**src/rtl/bram_port_arbiter.sv**
```systemverilog
// bram_port_arbiter
// Shares BRAM port A (8-bit data, 15-bit address, 1-cycle registered read)
// between a CPU and a DMA master. Each transaction takes a single cycle and
// uses a req/gnt handshake. Read data returns one cycle after the grant.
// DMA can lock the port for a burst. After MAX_LOCK consecutive locked grants,
// a waiting CPU is given one slot.
//
// Build option: define BRAM_ARB_RR_EN to use round-robin arbitration in IDLE.
// The default build uses fixed priority, with CPU above DMA.
//
// Ports
//   clka, rsta_n                  clock, async active-low reset
//   cpu_req/we/addr/wdata         CPU command
//   cpu_gnt                       comb. grant (command accepted this cycle)
//   cpu_rvalid/rdata              read return, one cycle after a read grant
//   dma_* (same as cpu_*)         DMA command/return
//   dma_lock                      DMA burst lock request
//   bram_we/addr/din, bram_dout   BRAM port A pins
module bram_port_arbiter #(
   parameter int unsigned MAX_LOCK = 16,
   parameter int unsigned CNT_W    = 5
) (
   input  logic        clka,
   input  logic        rsta_n,
   input  logic        cpu_req,
   input  logic        cpu_we,
   input  logic [14:0] cpu_addr,
   input  logic [7:0]  cpu_wdata,
   output logic        cpu_gnt,
   output logic        cpu_rvalid,
   output logic [7:0]  cpu_rdata,
   input  logic        dma_req,
   input  logic        dma_we,
   input  logic [14:0] dma_addr,
   input  logic [7:0]  dma_wdata,
   output logic        dma_gnt,
   output logic        dma_rvalid,
   output logic [7:0]  dma_rdata,
   input  logic        dma_lock,
   output logic        bram_we,
   output logic [14:0] bram_addr,
   output logic [7:0]  bram_din,
   input  logic [7:0]  bram_dout
);

   typedef enum logic [1:0] {StIdle, StLock, StYield} state_t;
   typedef enum logic [1:0] {TagNone, TagCpu, TagDma} tag_t;

   localparam logic [CNT_W-1:0] LockMax = CNT_W'(MAX_LOCK);

   state_t           state_q, state_d;
   logic [CNT_W-1:0] lock_cnt_q, lock_cnt_d;
   tag_t             rd_tag_q, rd_tag_d;
   logic [14:0]      addr_q;
   logic [7:0]       din_q;
   logic             cpu_win, dma_win;  // IDLE arbitration result

`ifdef BRAM_ARB_RR_EN
   logic last_dma_q;  // 1: DMA took the most recent grant

   always_comb begin
      if (cpu_req && dma_req) begin
         cpu_win = last_dma_q;
         dma_win = !last_dma_q;
      end else begin
         cpu_win = cpu_req;
         dma_win = dma_req;
      end
   end

   always_ff @(posedge clka or negedge rsta_n) begin
      if (!rsta_n) begin
         last_dma_q <= 1'b0;
      end else if (cpu_gnt || dma_gnt) begin
         last_dma_q <= dma_gnt;
      end
   end
`else
   assign cpu_win = cpu_req;
   assign dma_win = dma_req && !cpu_req;
`endif

   always_comb begin
      cpu_gnt    = 1'b0;
      dma_gnt    = 1'b0;
      state_d    = state_q;
      lock_cnt_d = lock_cnt_q;
      case (state_q)
         StLock: begin
            if (!dma_lock || !dma_req) begin
               // Lock released: arbitrate normally in this same cycle.
               cpu_gnt    = cpu_win;
               dma_gnt    = dma_win;
               state_d    = StIdle;
               lock_cnt_d = '0;
            end else if (lock_cnt_q == LockMax) begin
               // The burst limit has been reached. Yield only if the CPU is waiting.
               if (cpu_req) begin
                  state_d = StYield;
               end else begin
                  dma_gnt = 1'b1;
               end
            end else begin
               dma_gnt    = 1'b1;
               lock_cnt_d = lock_cnt_q + 1'b1;
            end
         end
         StYield: begin
            cpu_gnt    = 1'b1;
            lock_cnt_d = '0;
            state_d    = dma_lock ? StLock : StIdle;
         end
         default: begin
            cpu_gnt = cpu_win;
            dma_gnt = dma_win;
            if (dma_win && dma_lock) begin
               state_d    = StLock;
               lock_cnt_d = CNT_W'(1);
            end
         end
      endcase
      // No grants while reset is held, even if requests are already up.
      if (!rsta_n) begin
         cpu_gnt = 1'b0;
         dma_gnt = 1'b0;
      end
   end

   always_comb begin
      bram_we   = 1'b0;
      bram_addr = addr_q;
      bram_din  = din_q;
      rd_tag_d  = TagNone;
      if (cpu_gnt) begin
         bram_we   = cpu_we;
         bram_addr = cpu_addr;
         bram_din  = cpu_wdata;
         rd_tag_d  = cpu_we ? TagNone : TagCpu;
      end else if (dma_gnt) begin
         bram_we   = dma_we;
         bram_addr = dma_addr;
         bram_din  = dma_wdata;
         rd_tag_d  = dma_we ? TagNone : TagDma;
      end
   end

   always_ff @(posedge clka or negedge rsta_n) begin
      if (!rsta_n) begin
         state_q    <= StIdle;
         lock_cnt_q <= '0;
         rd_tag_q   <= TagNone;
         addr_q     <= '0;
         din_q      <= '0;
      end else begin
         state_q    <= state_d;
         lock_cnt_q <= lock_cnt_d;
         rd_tag_q   <= rd_tag_d;
         addr_q     <= bram_addr;
         din_q      <= bram_din;
      end
   end

   assign cpu_rvalid = (rd_tag_q == TagCpu);
   assign dma_rvalid = (rd_tag_q == TagDma);
   assign cpu_rdata  = cpu_rvalid ? bram_dout : 8'h00;
   assign dma_rdata  = dma_rvalid ? bram_dout : 8'h00;

endmodule

```
**config.mk**
```make
export PLATFORM = sky130hd
export DESIGN_NAME = bram_port_arbiter
export DESIGN_NICKNAME = d
export VERILOG_FILES = /design/src/rtl/bram_port_arbiter.sv
export SDC_FILE = /design/constraint.sdc
export NUM_CORES = 1
export LEC_CHECK = 0
export CORE_MARGIN = 1.5
export CORE_UTILIZATION = 43
export CTS_BUF_LIST = sky130_fd_sc_hd__clkbuf_2
export CTS_CLUSTER_DIAMETER = 40
export DETAILED_ROUTE_END_ITERATION = 12
export PLACE_DENSITY_LB_ADDON = 0.2
export SKIP_CTS_REPAIR_TIMING = 1
export SYNTH_ARGS = -nofsm -noshare
export SYNTH_HDL_FRONTEND = slang
export SYNTH_SLANG_ARGS = --single-unit
```
**constraint.sdc**
```tcl
create_clock -name clka -period 3.55 [get_ports clka]
set_input_delay 0.71 -clock clka [delete_from_list [all_inputs] [get_ports clka]]
set_output_delay 0.71 -clock clka [all_outputs]
set_load 0.01 [all_outputs]
```
==> results.toml <==
[timing]
hold_ws_ps = 175
final.period_utilization = 0.949
fmax_ghz = 0.297
rsz0062_at_grt = "false"
setup_violations = 0
setup_slack_ps = 181
drv_slew = 0
skew_ps = 23.9
worst_pin_slew_ps = 425
finalHoldViolCount = 0
setup_tns_ps = 0
max-slew-margin-rel = 0.716
layout_min_cycle_time_ps = 3370

[placement]
hpwlAfterDp_um = 4460
port_buffers = 104
dp.cells = 366
gp_congestion = 0.798
post-place-ws_ps = 72.7

[cts]
cts_sinks = 32
clock_latency_ps = 380
clk_path_buf_depth = 2
clk_pin_slew_ps = 160
cts-root-buf = "clkbuf_2"
cts_buffers = 5
htreeDepth = 2
cts_tree = "yes"

[finish]
area_delta_synth_final_pct = 66.9
num_antenna_cells = 0
instances_no_fill = 376
final_layout_size_suffix_gt1_frac = 0.104
final_net_count = 391

[floorplan]
die_w_um = 69.4
die_h_um = 69.4
num_rows = 23
start_util = 0.460
ios = 105
core_mm2 = 0.00412
dieArea_mm2 = 0.00481

[synth]
postSynthAreaPerCell_um2 = 8.68
synth_top_family_by_area = "simple AND/OR/NAND/NOR gates"
yosys.area_share.adder = 0.0264
synth-main-ff-cell = "dfrtp_1"
syn_inst = 218
synth_compound_area_frac = 0.218
synth_edf_count = 0
yosysWarnings = 0
synthesis.nets = 283
muxShareOfSynthArea = 0
synth_xor_area_frac = 0
ys_ff_latch = 32
ys_types = 37
synth.area.top_cells = "dfrtp_1, o21ai_0, a31oi_1"
yosysSeqAreaShare = 0.423
yosys.area.top_type = "dfrtp_1"
synthSimpleGateAreaFrac = 0.268
ys_async_sr_fraction = 1.00
yosysTopAreaCellShare = 0.423
synth_area_mm2 = 0.00189

[global_routing]
grt_max_degree = 27
grt_pass1_wl_um = 9680
grt_pass1_vias = 2067
grt-ovfl-total = 0
grt_usage = 0.249
antenna_found_initial = 0

[critical_path]
reg2reg_slack_ps = 1440
worstReg2RegEnd = "rd_tag_q[1]$_DFF_PN0_"
cp-end-kind = "output pin"
setup.worst_path.start = "state_q[0]$_DFFE_PN0P_"
cp-start-kind = "register"
crit_end = "bram_we"
ff2ff_path_depth = 8
crit_required_ps = 2840
r2r_start = "state_q[0]$_DFFE_PN0P_"
crit_path_max_fanout = 24
worstSetupPathType = "reg -> out"
crit_arrival_ps = 2660

[drt]
via_per_inst = 5.69
detail-route-antenna-nets = 0
drt_iter0_markers = 171
route.detailed.drc = 0
routed_wl_um = 6080
drt-pass1-iter-count = 4
num_vias = 2140
wl_per_cell_um = 16.2

[power_and_ir_drop]
cellLeakagePower_nw = 1.42
power_density_mw_per_mm2 = 569
peakVddDrop_uv = 369
design_power_total_mw = 1.80

[min_path]
min_path_type = "in -> async"

[flow_run]
drv_cap = 0

[status]
status = "finished, final reports clean"
## logic make-up (layout without fill, tap and decap cells)
family | after synthesis | count (layout)
AND/OR/NAND/NOR | 90 | 90
AO/OA/AOI/OAI | 65 | 65
flip-flops | 32 | 32
buffers and inverters | 27 | 135
adder cells (fa/ha/maj) | 4 | 4
## Yosys cell counts, types with 3 or more instances
cell / n
nand3_1: 27
inv_1: 8
o21ai_0: 30
clkbuf_1: 8
nor2_1: 4
nand2b_1: 3
buf_2: 7
nor2b_1: 3
ha_1: 4
nor3_1: 23
buf_4: 3
and2_1: 16
a31oi_1: 23
dfrtp_1: 32
nand2_1: 3
## power by group
part,switching (mW),internal (mW),leakage [nW]
clock,0.120,0.0469,0.0288
combinational,0.530,0.542,1.01
sequential,0.0477,0.511,0.385
total,0.697,1.10,1.42
## stage by stage
stage	utilization	area, µm²
floorplan	-	1890
global placement	0.740	3040
detailed placement	0.740	3040
CTS	0.748	3080
global route	0.768	3160
finish	0.768	3160
## worst max-delay path: stages, from the launching register on
cell,delay (ps)
dfrtp_1,390
inv_1,50
ha_1,330
nand3b_2,280
a32oi_4,290
buf_12,200
o2111ai_1,110
o21ai_0,90
clkdlybuf4s50_1,570
## worst min path at each step
stage	start	end	slack, ps	cells past startpoint
floorplan	rsta_n	addr_q[0]$_DFF_PN0_	410	0
global placement	lock_cnt_q[3]$_DFFE_PN0P_	lock_cnt_q[3]$_DFFE_PN0P_	500	1
CTS	rsta_n	lock_cnt_q[0]$_DFFE_PN0P_	180	1
detailed placement	lock_cnt_q[3]$_DFFE_PN0P_	lock_cnt_q[3]$_DFFE_PN0P_	510	1
global route	rsta_n	lock_cnt_q[0]$_DFFE_PN0P_	170	1
finish	rsta_n	lock_cnt_q[0]$_DFFE_PN0P_	170	1
## per-layer routing
| metal | GRT usage | vias up | share of wire |
|---|---|---|---|
| met4 | 0.0871 | 0 | 0.015 |
| met5 | 0 | - | 0 |
| met3 | 0.0552 | 11 | 0.076 |
| li1 | - | 1011 | - |
| met2 | 0.431 | 106 | 0.50 |
| met1 | 0.305 | 1012 | 0.40 |
## flip-flops by register name, indices dropped and copies added (netlist names)
name	count
din_q	8
state_q	2
addr_q	15
lock_cnt_q	5
rd_tag_q	2
## area by class of cell
cell class	instances	area, µm²
clock buffers	6	30.0
clock inverters	1	5.00
fillers	316	956
inverters	9	33.8
multi-input cells	159	971
flip-flops and latches	32	801
well taps	50	62.6
repair buffers	119	1260
## placed cells by master (no fill, tap or decap), types with 2 or more instances in the layout
cell type,synthesis,layout
buf_12,0,4
nor3_1,23,23
nand2_1,3,3
o21ai_0,30,30
dlymetal6s2s_1,0,23
buf_4,3,11
nor2b_1,3,3
nand2b_1,3,3
nand3_1,27,27
clkdlybuf4s50_1,0,80
and2_1,16,16
ha_1,4,4
inv_1,8,8
a31oi_1,23,23
nor2_1,4,4
or2_2,2,2
clkbuf_2,0,6
dfrtp_1,32,32
o31ai_1,2,2
No activity file was read; power rests on OpenSTA's default activity.
